### src/rtl/cmp_arb_pkg.sv
// Shared types and constants for the comparator arbiter: FSM encoding,
// requester count, ID width and the round-robin pick helper.
package cmp_arb_pkg;

    localparam int NREQ = 4;
    localparam int ID_W = 2;

    typedef enum logic [1:0] {
        IDLE = 2'b00,
        CMP  = 2'b01,
        RESP = 2'b10
    } state_t;

    typedef logic [ID_W-1:0] id_t;

    // First set bit of req at or above ptr, wrapping; descending scan so the
    // nearest index is the last assignment. 2-bit add wraps mod NREQ.
    function automatic id_t rr_pick(input logic [NREQ-1:0] req, input id_t ptr);
        id_t idx;
        rr_pick = ptr;
        for (int k = NREQ - 1; k >= 0; k--) begin
            idx = ptr + id_t'(k);
            if (req[idx]) rr_pick = idx;
        end
    endfunction

endpackage

### src/rtl/cmp_arb_if.sv
// Request/response bundle between the requesters/consumer and cmp_arb.
interface cmp_arb_if #(parameter int bits = 4);
    import cmp_arb_pkg::*;

    logic [NREQ-1:0]      req;
    logic [NREQ*bits-1:0] a_in;
    logic [NREQ*bits-1:0] b_in;
    logic [NREQ-1:0]      gnt;
    logic                 rsp_valid;
    logic                 rsp_ready;
    logic [ID_W-1:0]      rsp_id;
    logic                 rsp_lt;
    logic                 rsp_gt;
    logic                 rsp_et;

    modport master (
        output req, a_in, b_in, rsp_ready,
        input  gnt, rsp_valid, rsp_id, rsp_lt, rsp_gt, rsp_et
    );

    modport slave (
        input  req, a_in, b_in, rsp_ready,
        output gnt, rsp_valid, rsp_id, rsp_lt, rsp_gt, rsp_et
    );

endinterface

### src/rtl/comp.sv
// Unsigned magnitude comparator shared by all requesters of cmp_arb.
module comp #(
    parameter int bits = 4
) (
    input  logic [bits-1:0] in1,
    input  logic [bits-1:0] in2,
    output logic            Lt,
    output logic            Gt,
    output logic            Et
);

    assign Lt = (in1 <  in2);
    assign Gt = (in1 >  in2);
    assign Et = (in1 == in2);

endmodule

### src/rtl/cmp_arb.sv
// Round-robin arbiter sharing one comparator among NREQ requesters:
// grant, compare, then hold the response until the consumer takes it.
module cmp_arb
    import cmp_arb_pkg::*;
#(
    parameter int bits = 4
) (
    input  logic       clk,
    input  logic       rst_n,
    cmp_arb_if.slave   bus
);

    state_t          state, state_nx;
    id_t             ptr, win, pick;
    logic [bits-1:0] op_a, op_b, sel_a, sel_b;
    logic            lt, gt, et;
    logic            grant_en, rsp_en, done;

    always_comb begin
        pick  = rr_pick(bus.req, ptr);
        sel_a = bus.a_in[int'(pick)*bits +: bits];
        sel_b = bus.b_in[int'(pick)*bits +: bits];
    end

    always_ff @(posedge clk or negedge rst_n) begin
        if (!rst_n) state <= IDLE;
        else        state <= state_nx;
    end

    always_comb begin
        state_nx = state;
        grant_en = 1'b0;
        rsp_en   = 1'b0;
        done     = 1'b0;
        unique case (state)
            IDLE: if (|bus.req) begin
                grant_en = 1'b1;
                state_nx = CMP;
            end
            CMP: begin
                rsp_en   = 1'b1;
                state_nx = RESP;
            end
            RESP: if (bus.rsp_ready) begin
                done     = 1'b1;
                state_nx = IDLE;
            end
            default: state_nx = IDLE;
        endcase
    end

    // gnt defaults low every edge, so it lives exactly for the CMP cycle.
    always_ff @(posedge clk or negedge rst_n) begin
        if (!rst_n) begin
            ptr           <= '0;
            win           <= '0;
            op_a          <= '0;
            op_b          <= '0;
            bus.gnt       <= '0;
            bus.rsp_valid <= 1'b0;
            bus.rsp_id    <= '0;
            bus.rsp_lt    <= 1'b0;
            bus.rsp_gt    <= 1'b0;
            bus.rsp_et    <= 1'b0;
        end else begin
            bus.gnt <= '0;
            if (grant_en) begin
                win          <= pick;
                op_a         <= sel_a;
                op_b         <= sel_b;
                bus.gnt[pick] <= 1'b1;
            end
            if (rsp_en) begin
                bus.rsp_valid <= 1'b1;
                bus.rsp_id    <= win;
                bus.rsp_lt    <= lt;
                bus.rsp_gt    <= gt;
                bus.rsp_et    <= et;
            end
            if (done) begin
                bus.rsp_valid <= 1'b0;
                ptr           <= win + id_t'(1);
            end
        end
    end

    comp #(.bits(bits)) u_comp (
        .in1 (op_a),
        .in2 (op_b),
        .Lt  (lt),
        .Gt  (gt),
        .Et  (et)
    );

endmodule

### src/flat_wrapper.sv
// flat-port wrapper written by rule: the top's interface ports become plain ports
module cmp_arb_flat import cmp_arb_pkg::*;
#(
    parameter int bits = 4
)
  (clk, rst_n, bus_req, bus_a_in, bus_b_in, bus_rsp_ready, bus_gnt, bus_rsp_valid, bus_rsp_id, bus_rsp_lt, bus_rsp_gt, bus_rsp_et);
  cmp_arb_if #(.bits(bits)) bus_i ();
  input  logic clk;
  input  logic rst_n;
  input wire logic [$bits(bus_i.req)-1:0] bus_req;
  input wire logic [$bits(bus_i.a_in)-1:0] bus_a_in;
  input wire logic [$bits(bus_i.b_in)-1:0] bus_b_in;
  input wire logic [$bits(bus_i.rsp_ready)-1:0] bus_rsp_ready;
  output wire logic [$bits(bus_i.gnt)-1:0] bus_gnt;
  output wire logic [$bits(bus_i.rsp_valid)-1:0] bus_rsp_valid;
  output wire logic [$bits(bus_i.rsp_id)-1:0] bus_rsp_id;
  output wire logic [$bits(bus_i.rsp_lt)-1:0] bus_rsp_lt;
  output wire logic [$bits(bus_i.rsp_gt)-1:0] bus_rsp_gt;
  output wire logic [$bits(bus_i.rsp_et)-1:0] bus_rsp_et;
  assign bus_i.req = bus_req;
  assign bus_i.a_in = bus_a_in;
  assign bus_i.b_in = bus_b_in;
  assign bus_i.rsp_ready = bus_rsp_ready;
  assign bus_gnt = bus_i.gnt;
  assign bus_rsp_valid = bus_i.rsp_valid;
  assign bus_rsp_id = bus_i.rsp_id;
  assign bus_rsp_lt = bus_i.rsp_lt;
  assign bus_rsp_gt = bus_i.rsp_gt;
  assign bus_rsp_et = bus_i.rsp_et;
  cmp_arb #(.bits(bits)) u_core (.clk(clk), .rst_n(rst_n), .bus(bus_i));
endmodule
### config.mk
export PLATFORM = sky130hd
export DESIGN_NAME = cmp_arb_flat
export DESIGN_NICKNAME = d
export VERILOG_FILES = /design/src/rtl/cmp_arb_pkg.sv /design/src/rtl/cmp_arb_if.sv /design/src/rtl/comp.sv /design/src/rtl/cmp_arb.sv /design/src/flat_wrapper.sv
export SDC_FILE = /design/constraint.sdc
export NUM_CORES = 1
export LEC_CHECK = 0
export ABC_AREA = 1
export CORE_MARGIN = 2
export CORE_UTILIZATION = 40
export CTS_BUF_LIST = sky130_fd_sc_hd__clkbuf_16
export DETAILED_ROUTE_END_ITERATION = 10
export PLACE_DENSITY = 0.71
export SLEW_MARGIN = 20
export SYNTH_ARGS = -nofsm -noshare
export SYNTH_HDL_FRONTEND = slang
export SYNTH_HIERARCHICAL = 1
export SYNTH_SLANG_ARGS = --single-unit
### constraint.sdc
create_clock -name clk -period 4 [get_ports clk]
set_input_delay 0.8 -clock clk [delete_from_list [all_inputs] [get_ports clk]]
set_output_delay 0.8 -clock clk [all_outputs]
set_load 0.01 [all_outputs]
==> flow_summary_export.csv <==
group,metric,value,unit
outcome,status,"finished, final reports clean",
final_layout,diodes,0,
floorplanning,dieArea,4280,sq um
yosys,yosys_warnings,6,
setup_path,worstSetupPathType,"input port to flop",
timing,layout_min_cycle_time,2.44,ns
power_and_ir_drop,p_sw,0.841,mW
floorplanning,die_y,65.4,um
final_layout,final_common_cell,"nand2_1",
final_layout,layout_common_cells,"62 x nand2_1, 55 x nand3_1, 47 x clkdlybuf4s50_1",
floorplanning,num_io_pins,49,
clocking,postCtsSetupBuffers,0,
placement,dp_hpwl,2690,um
yosys,netlist_area,1510,sq um
placement,globalplace.congestion,0.765,
clocking,clock_tree.buffer_depth,2,
final_layout,finalNetCount,302,
routing,first_pass_iters,4,
timing,max_freq,410,MHz
power_and_ir_drop,combPwrFrac,0.606,
setup_path,worstPathArrival,2.59,ns
yosys,synth-compound-area-share,0.0431,
routing,drtIter0Drc,41,
setup_path,crit_path_frequent_cell,"nand2_1",
power_and_ir_drop,p_per_area,868,nW/um^2
global_route,grtUsageTotal,0.181,
setup_path,cp_top_family,"simple AND/OR/NAND/NOR gates",
global_route,grt_pass1_vias,1380,
routing,avgViaCountPerCell,4.90,
yosys,yosys.area_share.simple,0.411,
routing,ant_nets,0,
setup_path,cp-start-kind,"input port",
final_layout,area_delta_synth_final,39.6,%
timing,worst_pin_slew,0.889,ns
clocking,clock_latency,0.26,ns
final_layout,final_util,0.580,
yosys,synth_top_family_by_area,"simple AND/OR/NAND/NOR gates",
placement,port_buffers,48,
clocking,numCtsBuffers,3,
yosys,synth_seq_cells,24,
setup_path,required,4.15,ns
clocking,clock-sinks,24,
floorplanning,start_util,0.416,
routing,num_vias,1499,
yosys,synthCells,210,
global_route,grt_pass1_wl,6120,um
floorplanning,placementRows,22,
power_and_ir_drop,ir_worst_vdd,0.000491,V
setup_path,worst_setup_path_end_kind,"flop",
timing,slew_headroom,0.405,
power_and_ir_drop,p_seq_frac,0.239,
clocking,cts_tree,"done",
clocking,cts_resized,0,
timing,fin_crit_sh,0.610,
global_route,antenna_found_initial,0,
yosys,synth_nets,253,
yosys,synth_seq_area_share,0.398,
yosys,synthMuxAreaShare,0.0224,
global_route,grt_overflow,0,
power_and_ir_drop,power.share.switching,0.460,
worst_hold_path,hold_path.class,"flop to flop",
timing,final-setup-viol-count,0,
routing,drc,0,
yosys,synthXorXnorAreaFrac,0,
run,maxCapViolCount,0,
timing,hold_viol_final,0,
timing,final.setup.tns,0,ns
yosys,yosysUniqueCellTypes,21,
yosys,synthAdderAreaFrac,0.0331,
setup_path,cp_slowest_cell,"nor2_1",
clocking,clk_pin_slew,0.06,ns
yosys,avgSynthCellArea,7.19,sq um
floorplanning,core,3630,sq um
timing,finClkSkew,0.00181,ns
clocking,cts_root_buf,"clkbuf_16",
final_layout,finish.instance_area,2110,sq um
routing,routed_wl,3520,um
timing,rsz0062_at_grt,"no",
global_route,grt_max_degree,25,
floorplanning,fp.dieW,65.4,um
setup_path,max_stage_delay,0.67,ns
routing,wl_per_cell,11.5,um
power_and_ir_drop,power.internal,0.989,mW
power_and_ir_drop,pwr-share-clk,0.155,
timing,slew_viol_final,0,
clocking,cts_htree_levels,1,
final_layout,drive_gt1_frac,0.0698,
setup_path,reg2reg_slack,1.94,ns
timing,hold_ws,0.482,ns
power_and_ir_drop,leakage,1.05,nW
setup_path,path_buf_inv,2,
setup_path,cp_max_fo,15,
placement,dpl-instance-area,2010,sq um
clocking,cts_hold_buf,0,
setup_path,path_cells,"clkdlybuf4s50_1 -> nor4_1 -> nor2_1 -> inv_1 -> nand2_1 -> nand2_1",
==> flip-flops by register name, indices dropped and copies added (netlist names) <==
name                  cells
u_core/bus.gnt            4
u_core/op_a               4
u_core/op_b               4
u_core/bus.rsp_id         2
u_core/ptr                2
u_core/state              2
u_core/win                2
u_core/bus.rsp_et         1
u_core/bus.rsp_gt         1
u_core/bus.rsp_lt         1
u_core/bus.rsp_valid      1
==> per-layer routing <==
metal	vias up	GRT usage	part of all wire
met4	0	0.0625	0.012
met5	-	0	0
met1	676	0.255	0.48
met3	4	0.0137	0.044
met2	41	0.292	0.46
li1	778	-	-
==> synthesized netlist by cell type <==
cell type	count	share of area
nand2_1	62	0.15
nand3_1	55	0.18
dfrtp_1	24	0.40
inv_1	21	0.052
nor2_1	11	0.027
o21ai_0	9	0.030
ha_1	4	0.033
nand2_2	4	0.017
inv_2	3	0.0075
mux2_2	3	0.022
a21oi_1	2	0.0066
buf_6	2	0.015
o21ai_1	2	0.0066
and2_1	1	0.0041
buf_2	1	0.0033
buf_4	1	0.0050
buf_8	1	0.0099
nand2_4	1	0.0075
nand3_4	1	0.012
nor3_1	1	0.0033
nor4_1	1	0.0041
==> path summary, 6_finish.rpt <==
path                       cells after the start                        startpoint                                to
max                                            6                        bus_req[0]        u_core/op_b[2]$_DFFE_PN0P_
min                                            2  u_core/bus.rsp_id[0]$_DFFE_PN0P_  u_core/bus.rsp_id[0]$_DFFE_PN0P_
max reg2reg                                   14         u_core/ptr[0]$_DFFE_PN0P_        u_core/op_b[3]$_DFFE_PN0P_
min reg2reg                                    2  u_core/bus.rsp_id[0]$_DFFE_PN0P_  u_core/bus.rsp_id[0]$_DFFE_PN0P_
max in group asynchronous                      1                             rst_n       u_core/bus.gnt[0]$_DFF_PN0_
min in group asynchronous                      1                             rst_n  u_core/bus.rsp_id[1]$_DFFE_PN0P_
==> power by group through the flow <==
stage	Clock, mW	Sequential, mW	Combinational, mW
2_1_floorplan	0	0.431	0.849
3_3_place_gp	0	0.438	1.08
3_5_place_dp	0	0.437	1.11
4_1_cts	0.288	0.436	1.12
5_1_grt	0.300	0.451	1.28
6_report	0.284	0.437	1.11
==> cell type report <==
type,count,area [sq um]
Sequential cell,24,601
Tap cell,48,60.1
Multi-Input combinational cell,157,769
Timing Repair Buffer,49,483
Clock inverter,1,30.0
Inverter,24,90.1
Fill cell,361,1530
Clock buffer,3,75.1
==> worst min-delay path, delay by kind of cell, from the launching register on <==
kind | cells | cell delay [ns]
AO/OA/AOI/OAI | 1 | 0.06
flip-flops | 1 | 0.34
AND/OR/NAND/NOR | 1 | 0.05
==> kinds of logic (layout without fill, tap and decap cells) <==
family          after synthesis  in the layout
compound gates               13             13
flops                        24             24
simple gates                137            137
buf+inv                      29             77
fa+ha+maj                     4              4
mux                           3              3
==> per-stage QoR <==
step | power, mW | cells | worst slack (ns)
after floorplan | 1.28 | 210 | 2.13
after global placement | 1.52 | 302 | 1.35
after detailed placement | 1.55 | 302 | 1.29
after CTS | 1.85 | 306 | 1.55
after global routing | 2.03 | 306 | 1.33
final | 1.83 | 306 | 1.56
Note: power is estimated with default switching activity, not from simulation.
